$ cat src/rtl/alu_operand_stage.sv
// Decode/operand/writeback stage around an external combinational ALU; one EX register, 1 inst/cycle.
// Result retires one edge after acceptance; i_stall freezes EX/regfile/psr and deasserts o_in_ready.
module alu_operand_stage #(
  parameter int NREGS = 16,
  parameter int IMM_W = 8
) (
  input  logic                     i_clk,
  input  logic                     i_reset_n,
  input  logic                     i_in_valid,
  output logic                     o_in_ready,
  input  logic [15:0]              i_in_inst,
  input  logic                     i_stall,
  output logic [15:0]              o_alu_a,
  output logic [15:0]              o_alu_b,
  output logic [3:0]               o_alu_op,
  output logic [3:0]               o_alu_ext,
  input  logic [15:0]              i_alu_s,
  input  logic [4:0]               i_alu_flags,
  output logic [4:0]               o_psr,
  output logic                     o_wb_valid,
  input  logic [$clog2(NREGS)-1:0] i_dbg_addr,
  output logic [15:0]              o_dbg_data
);

  localparam int RIDX_W = $clog2(NREGS);

  localparam logic [0:0] S_IDLE = 1'b0;
  localparam logic [0:0] S_EX   = 1'b1;

  localparam logic [3:0] OP_REG   = 4'h0;
  localparam logic [3:0] OP_ADDI  = 4'h5;
  localparam logic [3:0] OP_ADDUI = 4'h6;
  localparam logic [3:0] OP_ADDCI = 4'h7;
  localparam logic [3:0] OP_LSHI  = 4'h8;
  localparam logic [3:0] OP_SUBI  = 4'h9;
  localparam logic [3:0] OP_REG2  = 4'hA;
  localparam logic [3:0] OP_CMPI  = 4'hB;
  localparam logic [3:0] OP_MOVI  = 4'hD;
  localparam logic [3:0] OP_RSHI  = 4'hE;

  localparam logic [3:0] EXT_NOP  = 4'h0;
  localparam logic [3:0] EXT_CMPU = 4'h2;
  localparam logic [3:0] EXT_CMP  = 4'hB;
  localparam logic [3:0] EXT_MOV  = 4'hD;

  logic [0:0]        r_state;
  logic [15:0]       r_ex_inst;
  logic [15:0]       r_regs [NREGS];
  logic [4:0]        r_psr;
  logic              r_wb_valid;

  logic              w_ex_valid;
  logic [3:0]        w_op;
  logic [3:0]        w_ext;
  logic [RIDX_W-1:0] w_rd;
  logic [RIDX_W-1:0] w_rs;
  logic [IMM_W-1:0]  w_imm;
  logic [15:0]       w_imm_sext;
  logic [15:0]       w_imm_zext;
  logic [15:0]       w_rd_val;
  logic [15:0]       w_rs_val;
  logic              w_reg_form;
  logic              w_nop;
  logic              w_we;

  assign w_ex_valid = (r_state == S_EX);
  assign w_op       = r_ex_inst[15:12];
  assign w_ext      = r_ex_inst[7:4];
  assign w_rd       = r_ex_inst[8 +: RIDX_W];
  assign w_rs       = r_ex_inst[0 +: RIDX_W];
  assign w_imm      = r_ex_inst[IMM_W-1:0];
  assign w_imm_sext = {{(16-IMM_W){w_imm[IMM_W-1]}}, w_imm};
  assign w_imm_zext = {{(16-IMM_W){1'b0}}, w_imm};
  assign w_rd_val   = r_regs[w_rd];
  assign w_rs_val   = r_regs[w_rs];
  assign w_reg_form = (w_op == OP_REG) || (w_op == OP_REG2);

  assign w_nop = (w_op == OP_REG) && (w_ext == EXT_NOP);
  assign w_we  = !(w_nop
                   || ((w_op == OP_REG)  && (w_ext == EXT_CMP))
                   || (w_op == OP_CMPI)
                   || ((w_op == OP_REG2) && (w_ext == EXT_CMPU)));

  // Operands come straight from the regfile; an idle stage presents a NOP.
  always_comb begin
    o_alu_a   = '0;
    o_alu_b   = '0;
    o_alu_op  = '0;
    o_alu_ext = '0;
    if (w_ex_valid) begin
      o_alu_op  = w_op;
      o_alu_ext = w_ext;
      if (w_reg_form) begin
        o_alu_a = ((w_op == OP_REG) && (w_ext == EXT_MOV)) ? w_rs_val : w_rd_val;
        o_alu_b = w_rs_val;
      end else begin
        case (w_op)
          OP_MOVI: begin
            o_alu_a = w_imm_zext;
            o_alu_b = '0;
          end
          OP_LSHI, OP_RSHI: begin
            o_alu_a = w_rd_val;
            o_alu_b = '0;
          end
          OP_ADDI, OP_ADDCI, OP_SUBI, OP_CMPI: begin
            o_alu_a = w_rd_val;
            o_alu_b = w_imm_sext;
          end
          default: begin
            o_alu_a = w_rd_val;
            o_alu_b = w_imm_zext;
          end
        endcase
      end
    end
  end

  always_ff @(posedge i_clk) begin
    if (!i_reset_n) begin
      r_state    <= S_IDLE;
      r_ex_inst  <= '0;
      r_psr      <= '0;
      r_wb_valid <= 1'b0;
      for (int i = 0; i < NREGS; i++) begin
        r_regs[i] <= '0;
      end
    end else begin
      r_wb_valid <= 1'b0;
      if (!i_stall) begin
        // Retire the EX instruction while the next one (if any) takes its place.
        if (w_ex_valid) begin
          if (w_we) begin
            r_regs[w_rd] <= i_alu_s;
          end
          if (!w_nop) begin
            r_psr <= i_alu_flags;
          end
          r_wb_valid <= 1'b1;
        end
        r_state <= i_in_valid ? S_EX : S_IDLE;
        if (i_in_valid) begin
          r_ex_inst <= i_in_inst;
        end
      end
    end
  end

  assign o_in_ready = ~i_stall;
  assign o_psr      = r_psr;
  assign o_wb_valid = r_wb_valid;
  assign o_dbg_data = r_regs[i_dbg_addr];

endmodule

$ cat config.mk
export PLATFORM = sky130hd
export DESIGN_NAME = alu_operand_stage
export DESIGN_NICKNAME = d
export VERILOG_FILES = /design/src/rtl/alu_operand_stage.sv
export SDC_FILE = /design/constraint.sdc
export NUM_CORES = 1
export LEC_CHECK = 0
export BUFFER_PORTS_ARGS = -buffer_cell sky130_fd_sc_hd__buf_2
export CAP_MARGIN = 20
export CORE_MARGIN = 2
export CORE_UTILIZATION = 28
export CTS_CLUSTER_DIAMETER = 100
export DETAILED_ROUTE_END_ITERATION = 16
export PLACE_DENSITY = 0.51
export SYNTH_ARGS = -nofsm -noshare
export SYNTH_HDL_FRONTEND = slang
export SYNTH_SLANG_ARGS = --single-unit
$ cat constraint.sdc
create_clock -name i_clk -period 4.4 [get_ports i_clk]
set_input_delay 1.1 -clock i_clk [delete_from_list [all_inputs] [get_ports i_clk]]
set_output_delay 1.1 -clock i_clk [all_outputs]
set_load 0.02 [all_outputs]
==> results of run 1 <==
area by class of cell:
| cell class | instances | area share [%] |
|---|---|---|
| clock buffer | 41 | 4.43 |
| multi-input combinational | 760 | 42.1 |
| clock inverter | 17 | 0.580 |
| tap | 837 | 5.16 |
| sequential | 287 | 41.0 |
| inverter | 22 | 0.407 |
| timing repair buffer | 177 | 6.27 |
how the worst min path moves through the flow:
stage / endpoint / cells after the start / slack (ns)
after floorplan: flop / 2 / 0.48
after global placement: o_psr[2] / 2 / 0.49
after detailed placement: flop / 2 / 0.50
after CTS: o_psr[1] / 2 / 0.52
after global routing: o_psr[4] / 2 / 0.55
final: o_psr[3] / 2 / 0.51
routing by layer:
metal | up-vias | share of wire (%)
met2 | 641 | 46
met1 | 6283 | 42
met4 | 4 | 2.9
met3 | 107 | 8.8
li1 | 4968 | -
met5 | - | 0.043
critical path: cells and delay by family (launching register included):
family / cells / cell delay, ns
DFF: 1 / 0.87
AOI/OAI and AO/OA: 3 / 0.81
muxes: 1 / 0.59
buffers and inverters: 1 / 0.18
and+or+nand+nor: 1 / 0.14
cells by family after synthesis:
kind of cell,share of synthesized area [%]
muxes,30.8
buffers and inverters,3.76
AOI/OAI and AO/OA,3.87
DFF,47.7
xor gates and xnor gates,0.101
and+or+nand+nor,13.8
state kept, by name (all words and copies together) (netlist names), named ones only:
signal,cells
o_wb_valid,1
r_regs,256
r_ex_inst,16
o_psr,5
r_state,1
power breakdown:
group | internal (mW) | total (mW) | leakage, nW | switching, mW
combinational | 0.416 | 0.976 | 3.25 | 0.560
clock | 1.52 | 2.70 | 0.501 | 1.18
sequential | 3.06 | 3.17 | 2.90 | 0.117
metrics by stage:
stage / hold slack (ns) / total power [mW] / util, % / instance area (um^2) / std cells
finish: 0.511 / 6.85 / 32.9 / 20300 / 2141
floorplan: 0.476 / 3.78 / - / 17400 / 1184
CTS: 0.516 / 6.89 / 32.9 / 20300 / 2141
global placement: 0.493 / 4.19 / 31.2 / 19200 / 2082
detailed placement: 0.504 / 4.20 / 31.3 / 19300 / 2083
global route: 0.547 / 7.07 / 32.9 / 20300 / 2141
cell usage after synthesis (all sizes together), types with 3 or more instances:
cell type	count	area share (%)
nand2b	11	0.40
a21oi	15	0.43
o211ai	4	0.17
nand3	9	0.26
o21ai	20	0.62
a211o	3	0.15
nor2	25	0.54
edfxtp	256	44
or2	4	0.14
clkinv	17	0.37
a21boi	18	0.80
a211oi	7	0.30
nand2	53	1.1
and2	122	4.4
a22o	9	0.45
inv	5	0.11
a31oi	5	0.18
nand3b	3	0.13
clkbuf	51	1.1
and3	4	0.17
mux4	223	29
nor3	149	5.4
dfxtp	31	3.6
mux2	7	0.45
nor4	7	0.42
mux2i	26	1.5
buf	64	2.2
o22a	3	0.15
nor2b	14	0.50
==> reports/qor.log, run 1 <==
[drt] via density per instance 5.61
[synthesis] share of synthesized area occupied by flip-flops and latches 47.7%
[global_route] met1 demand-to-capacity share in global routing 27.2%
[floorplan] Die ar. 64200 um^2
[synthesis] area of the mapped netlist 17400 um^2
[power_and_ir_drop] Max IR drop VDD 0.000234 V
[worst_setup_path] ordered cell list for the critical path mux4_2 > nor2b_1 > a211oi_1 > a211o_1 > a31oi_1 > buf_2
[global_route] initial antenna violation count 3
[clocking] clock input transition at the sequential cells of the worst setup and hold paths 0.05 ns
[finish] leading cell types in the layout, fill and taps excluded 256 x sky130_fd_sc_hd__edfxtp_1, 223 x sky130_fd_sc_hd__mux4_2, 122 x sky130_fd_sc_hd__and2_1
[synthesis] Avg Synthesized Cell Area 14.7 um^2
[synthesis] number of enable flip-flop cells after synthesis 256
[global_route] total global routing track utilization 19.8%
[clocking] hold buffer count at CTS 0
[global_route] met2 global-route usage 31.2%
[floorplan] width of the chip 253 um
[worst_setup_path] Crit Path Category reg -> out
[sta] Worst Slack Setup Final 0.172 ns
[synthesis] synthesis-stage register bit count 287
[clocking] clock tree from TritonCTS yes
[power_and_ir_drop] power density normalized to cell area 338 nW/um^2
[drt] first-pass iteration count of the detailed router 5
[worst_setup_path] startpoint of the most critical register-to-register path r_state
[floorplan] vertical extent of the die 253 um
[global_route] global routing met3 resource utilization 4.20%
[synthesis] async set-reset flop share out of synthesis 0%
[sta] largest clock skew in the final design 0.0285 ns
[placed_design] Post-Place Worst Slack 0.489 ns
[sta] final setup violation count 0
[sta] final worst path period need 4.23 ns
[clocking] number of gates resized after cts 0
[sta] maximum clock rate 237 MHz
[drt] DRC violations left 0
[sta] unrepaired setup endpoints after global routing no
[status] result of the run complete, no violations
[finish] area delta synth->final 16.4%
[global_route] pin count of the biggest net entering global routing 65
[finish] Diodes inserted 0
[finish] multi-input combinational cell area 8540 um^2
[sta] total negative slack for setup checks 0 ns
[global_route] number of global-route vias before repair 12229
[sta] worst-margin pin slew 0.935 ns
[finish] leading cell type in the layout, fill and taps excluded sky130_fd_sc_hd__edfxtp_1
[clocking] Worst-Skew Late Latency 0.55 ns
[sta] Final Hold Fails 0
[clocking] number of buffers inserted during clock tree synthesis 34
[synthesis] count of synthesis-stage warnings from yosys 0
[worst_setup_path] Critical Path AT 3.13 ns
[worst_setup_path] worst path required time 3.30 ns
[drt] Routed Antenna Nets 0
[finish] proportion of layout cells with a drive suffix above 1 40.4%
[clocking] number of setup buffers added after CTS 0
[hold_path] worst min-delay path class reg -> reg
[clocking] CTS max path bufs 3
[drt] number of violations reported at the end of detailed-routing iteration 0 1287
[drt] Routed WL per cell 29.3 um
[worst_setup_path] RR Endpoint r_regs[4][5]
[worst_setup_path] crit path max-delay cell type sky130_fd_sc_hd__dfxtp_2
[floorplan] core area 61600 um^2
[drt] total via count in the routed design 12003
[global_route] GR peak layer met2
[sta] Period Utilization, post-route 96.1%
[placed_design] count of buffers inserted at the top-level ports 107
[global_route] first-pass GRT wire length 90500 um
[worst_setup_path] critical path capture point type primary output
[finish] Nets 1327
[hold_path] launch instance of the worst min-delay path o_psr[3]
[global_route] total congestion overflow after global routing 0
[clocking] Clock Sink Count 287
[floorplan] starting density of the core 28.3%
[power_and_ir_drop] leakage dissipation 6.65 nW
[worst_setup_path] count of cells along the worst register-to-register path 5
[worst_setup_path] CP Launch Type flop
[worst_setup_path] Worst Path Max Fanout 19
[synthesis] count of mapped cells out of synthesis 1184
[sta] Final Slew Violations 0
[finish] sequential cell area in the final layout 8320 um^2
[synthesis] nets in the synthesized netlist 1229
[synthesis] count of cell types in the netlist 50
[drt] aggregate routed wire length 62700 um
[job] max cap viols 0
[worst_setup_path] slack of the worst reg-to-reg path 1.26 ns
[floorplan] std cell rows 91
[finish] number of filler instances in the final layout 6082
[clocking] number of H-tree branching levels 2
[worst_setup_path] timing endpoint of the critical path o_alu_a[3]
[placed_design] HPWL reported at the end of detailed placement 41500 um
[synthesis] dominant synthesized flop cell sky130_fd_sc_hd__edfxtp_1
[worst_setup_path] largest stage delay on the critical path 0.87 ns
[sta] worst slew slack as a fraction of its limit 37.6%
[floorplan] Top Ports 108
[placed_design] GP Congestion 0.874
[clocking] CTS root buffer sky130_fd_sc_hd__clkbuf_16
Power figures use the tool's default switching activity.
==> run 2, diff against run 1 <==
--- a/config.mk
+++ b/config.mk
@@ -7,11 +7,13 @@
 export LEC_CHECK = 0
 export BUFFER_PORTS_ARGS = -buffer_cell sky130_fd_sc_hd__buf_2
 export CAP_MARGIN = 20
+export CELL_PAD_IN_SITES_DETAIL_PLACEMENT = 1
+export CELL_PAD_IN_SITES_GLOBAL_PLACEMENT = 1
 export CORE_MARGIN = 2
 export CORE_UTILIZATION = 28
 export CTS_CLUSTER_DIAMETER = 100
 export DETAILED_ROUTE_END_ITERATION = 16
-export PLACE_DENSITY = 0.51
+export PLACE_DENSITY = 0.57
 export SYNTH_ARGS = -nofsm -noshare
 export SYNTH_HDL_FRONTEND = slang
 export SYNTH_SLANG_ARGS = --single-unit
==> reports/qor.log, run 2 (synthesis results as in run 1) <==
[drt] DRC violations left 0 [unchanged]
[sta] worst slew slack as a fraction of its limit 33.7% [was 37.6%]
[sta] Period Utilization, post-route 94.6% [was 96.1%]
[placed_design] GP Congestion 0.846 [was 0.874]
[sta] final setup violation count 0 [unchanged]
[worst_setup_path] Critical Path AT 3.06 ns [was 3.13 ns]
[sta] unrepaired setup endpoints after global routing no [unchanged]
[global_route] initial antenna violation count 3 [unchanged]
[drt] aggregate routed wire length 65500 um [was 62700 um]
[drt] number of violations reported at the end of detailed-routing iteration 0 1224 [was 1287]
[floorplan] Die ar. 64200 um^2 [unchanged]
[power_and_ir_drop] Max IR drop VDD 0.000245 V [was 0.000234 V]
[finish] area delta synth->final 16.4% [about the same]
[floorplan] width of the chip 253 um [unchanged]
[clocking] Clock Sink Count 287 [unchanged]
[global_route] number of global-route vias before repair 12965 [was 12229]
[clocking] number of buffers inserted during clock tree synthesis 35 [was 34]
[placed_design] Post-Place Worst Slack 0.406 ns [was 0.489 ns]
[worst_setup_path] critical path capture point type primary output [unchanged]
[job] max cap viols 0 [unchanged]
[finish] Util after Layout 32.9% [about the same]
[placed_design] HPWL reported at the end of detailed placement 44800 um [was 41500 um]
[drt] via density per instance 5.68 [was 5.61]
[drt] Routed WL per cell 30.7 um [was 29.3 um]
[finish] Diodes inserted 0 [unchanged]
[sta] Worst Slack Setup Final 0.236 ns [was 0.172 ns]
[finish] Largest register FFs 256 [unchanged]
[power_and_ir_drop] leakage dissipation 6.65 nW [about the same]
[sta] largest clock skew in the final design 0.0204 ns [was 0.0285 ns]
[finish] leading cell types in the layout, fill and taps excluded 256 x sky130_fd_sc_hd__edfxtp_1, 223 x sky130_fd_sc_hd__mux4_2, 122 x sky130_fd_sc_hd__and2_1 [unchanged]
[worst_setup_path] Crit Path Category reg -> out [unchanged]
[finish] proportion of layout cells with a drive suffix above 1 40.2% [was 40.4%]
[clocking] number of gates resized after cts 0 [unchanged]
[floorplan] vertical extent of the die 253 um [unchanged]
[finish] largest register by flop count r_regs [unchanged]
[clocking] clock input transition at the sequential cells of the worst setup and hold paths 0.05 ns [about the same]
[floorplan] core area 61600 um^2 [unchanged]
[clocking] hold buffer count at CTS 0 [unchanged]
[drt] Routed Antenna Nets 0 [unchanged]
[sta] maximum clock rate 240 MHz [was 237 MHz]
[floorplan] starting density of the core 28.3% [unchanged]
[worst_setup_path] Worst Path Max Fanout 19 [unchanged]
[finish] Nets 1320 [was 1327]
[hold_path] worst min-delay path class reg -> reg [unchanged]
[sta] worst-margin pin slew 0.994 ns [was 0.935 ns]
[global_route] pin count of the biggest net entering global routing 65 [unchanged]
[floorplan] std cell rows 91 [unchanged]
[status] result of the run complete, no violations [unchanged]
[global_route] first-pass GRT wire length 95000 um [was 90500 um]
[drt] total via count in the routed design 12130 [was 12003]
[global_route] total global routing track utilization 20.7% [was 19.8%]
[placed_design] count of buffers inserted at the top-level ports 107 [unchanged]
[finish] leading cell type in the layout, fill and taps excluded sky130_fd_sc_hd__edfxtp_1 [unchanged]
[sta] final worst path period need 4.16 ns [was 4.23 ns]
[sta] Final Slew Violations 0 [unchanged]
[global_route] total congestion overflow after global routing 0 [unchanged]
[worst_setup_path] worst path required time 3.30 ns [about the same]
[clocking] CTS max path bufs 3 [unchanged]
[worst_setup_path] CP Launch Type flop [unchanged]
[clocking] clock tree from TritonCTS yes [unchanged]
[clocking] number of setup buffers added after CTS 0 [unchanged]
[drt] first-pass iteration count of the detailed router 5 [unchanged]
[clocking] Worst-Skew Late Latency 0.54 ns [was 0.55 ns]
[clocking] CTS root buffer sky130_fd_sc_hd__clkbuf_16 [unchanged]
[sta] Final Hold Fails 0 [unchanged]
[clocking] number of H-tree branching levels 2 [unchanged]
[power_and_ir_drop] power density normalized to cell area 347 nW/um^2 [was 338 nW/um^2]
[floorplan] Top Ports 108 [unchanged]
[sta] total negative slack for setup checks 0 ns [unchanged]
==> run 2: per-stage QoR <==
step                hold slack [ns]  cell area (um^2)  total power [mW]  cells
floorplan                     0.476             17400              3.78   1184
global placement              0.498             19200              4.19   2074
detailed placement            0.508             19200              4.20   2075
CTS                           0.525             20300              7.09   2134
global route                  0.555             20300              7.24   2134
finish                        0.518             20300              7.03   2134
==> run 2: worst paths after layout <==
check	start	end	slack, ns	cells past startpoint
setup / recovery	flop	o_alu_b[14]	0.24	6
hold / removal	o_psr[2]	o_psr[2]	0.52	2
setup reg to reg	r_ex_inst[12]	r_regs[9][6]	1.30	7
hold reg to reg	o_psr[2]	o_psr[2]	0.52	2
==> run 2: worst max-delay path, stage by stage, from the launching register on <==
cell and delay [ns]:
sky130_fd_sc_hd__dfxtp_4 0.62, sky130_fd_sc_hd__buf_12 0.24, sky130_fd_sc_hd__mux4_2 0.53, sky130_fd_sc_hd__mux4_2 0.51, sky130_fd_sc_hd__nor2_1 0.31, sky130_fd_sc_hd__nor2_1 0.09, sky130_fd_sc_hd__buf_2 0.19
==> run 2: metal layers <==
layer | track usage, % | vias to the layer above | part of all wire (%)
met5 | 0 | - | 0
met4 | 7.54 | 0 | 3.7
met3 | 2.83 | 116 | 6.7
met2 | 35.2 | 567 | 49
met1 | 27.0 | 6512 | 40
li1 | - | 4935 | -
==> run 2: power breakdown <==
part	internal, mW	switching, mW	total [mW]
Sequential	3.06	0.132	3.19
Combinational	0.410	0.548	0.958
Clock	1.72	1.16	2.88
Total	5.19	1.84	7.03
==> run 2: final cells by class <==
cell class	instances	area, um^2
Fill cell	6494	41300
Clock buffer	48	977
Clock inverter	11	126
Sequential cell	287	8320
Timing Repair Buffer	169	1180
Multi-Input combinational cell	760	8540
Inverter	22	82.6
Tap cell	837	1050
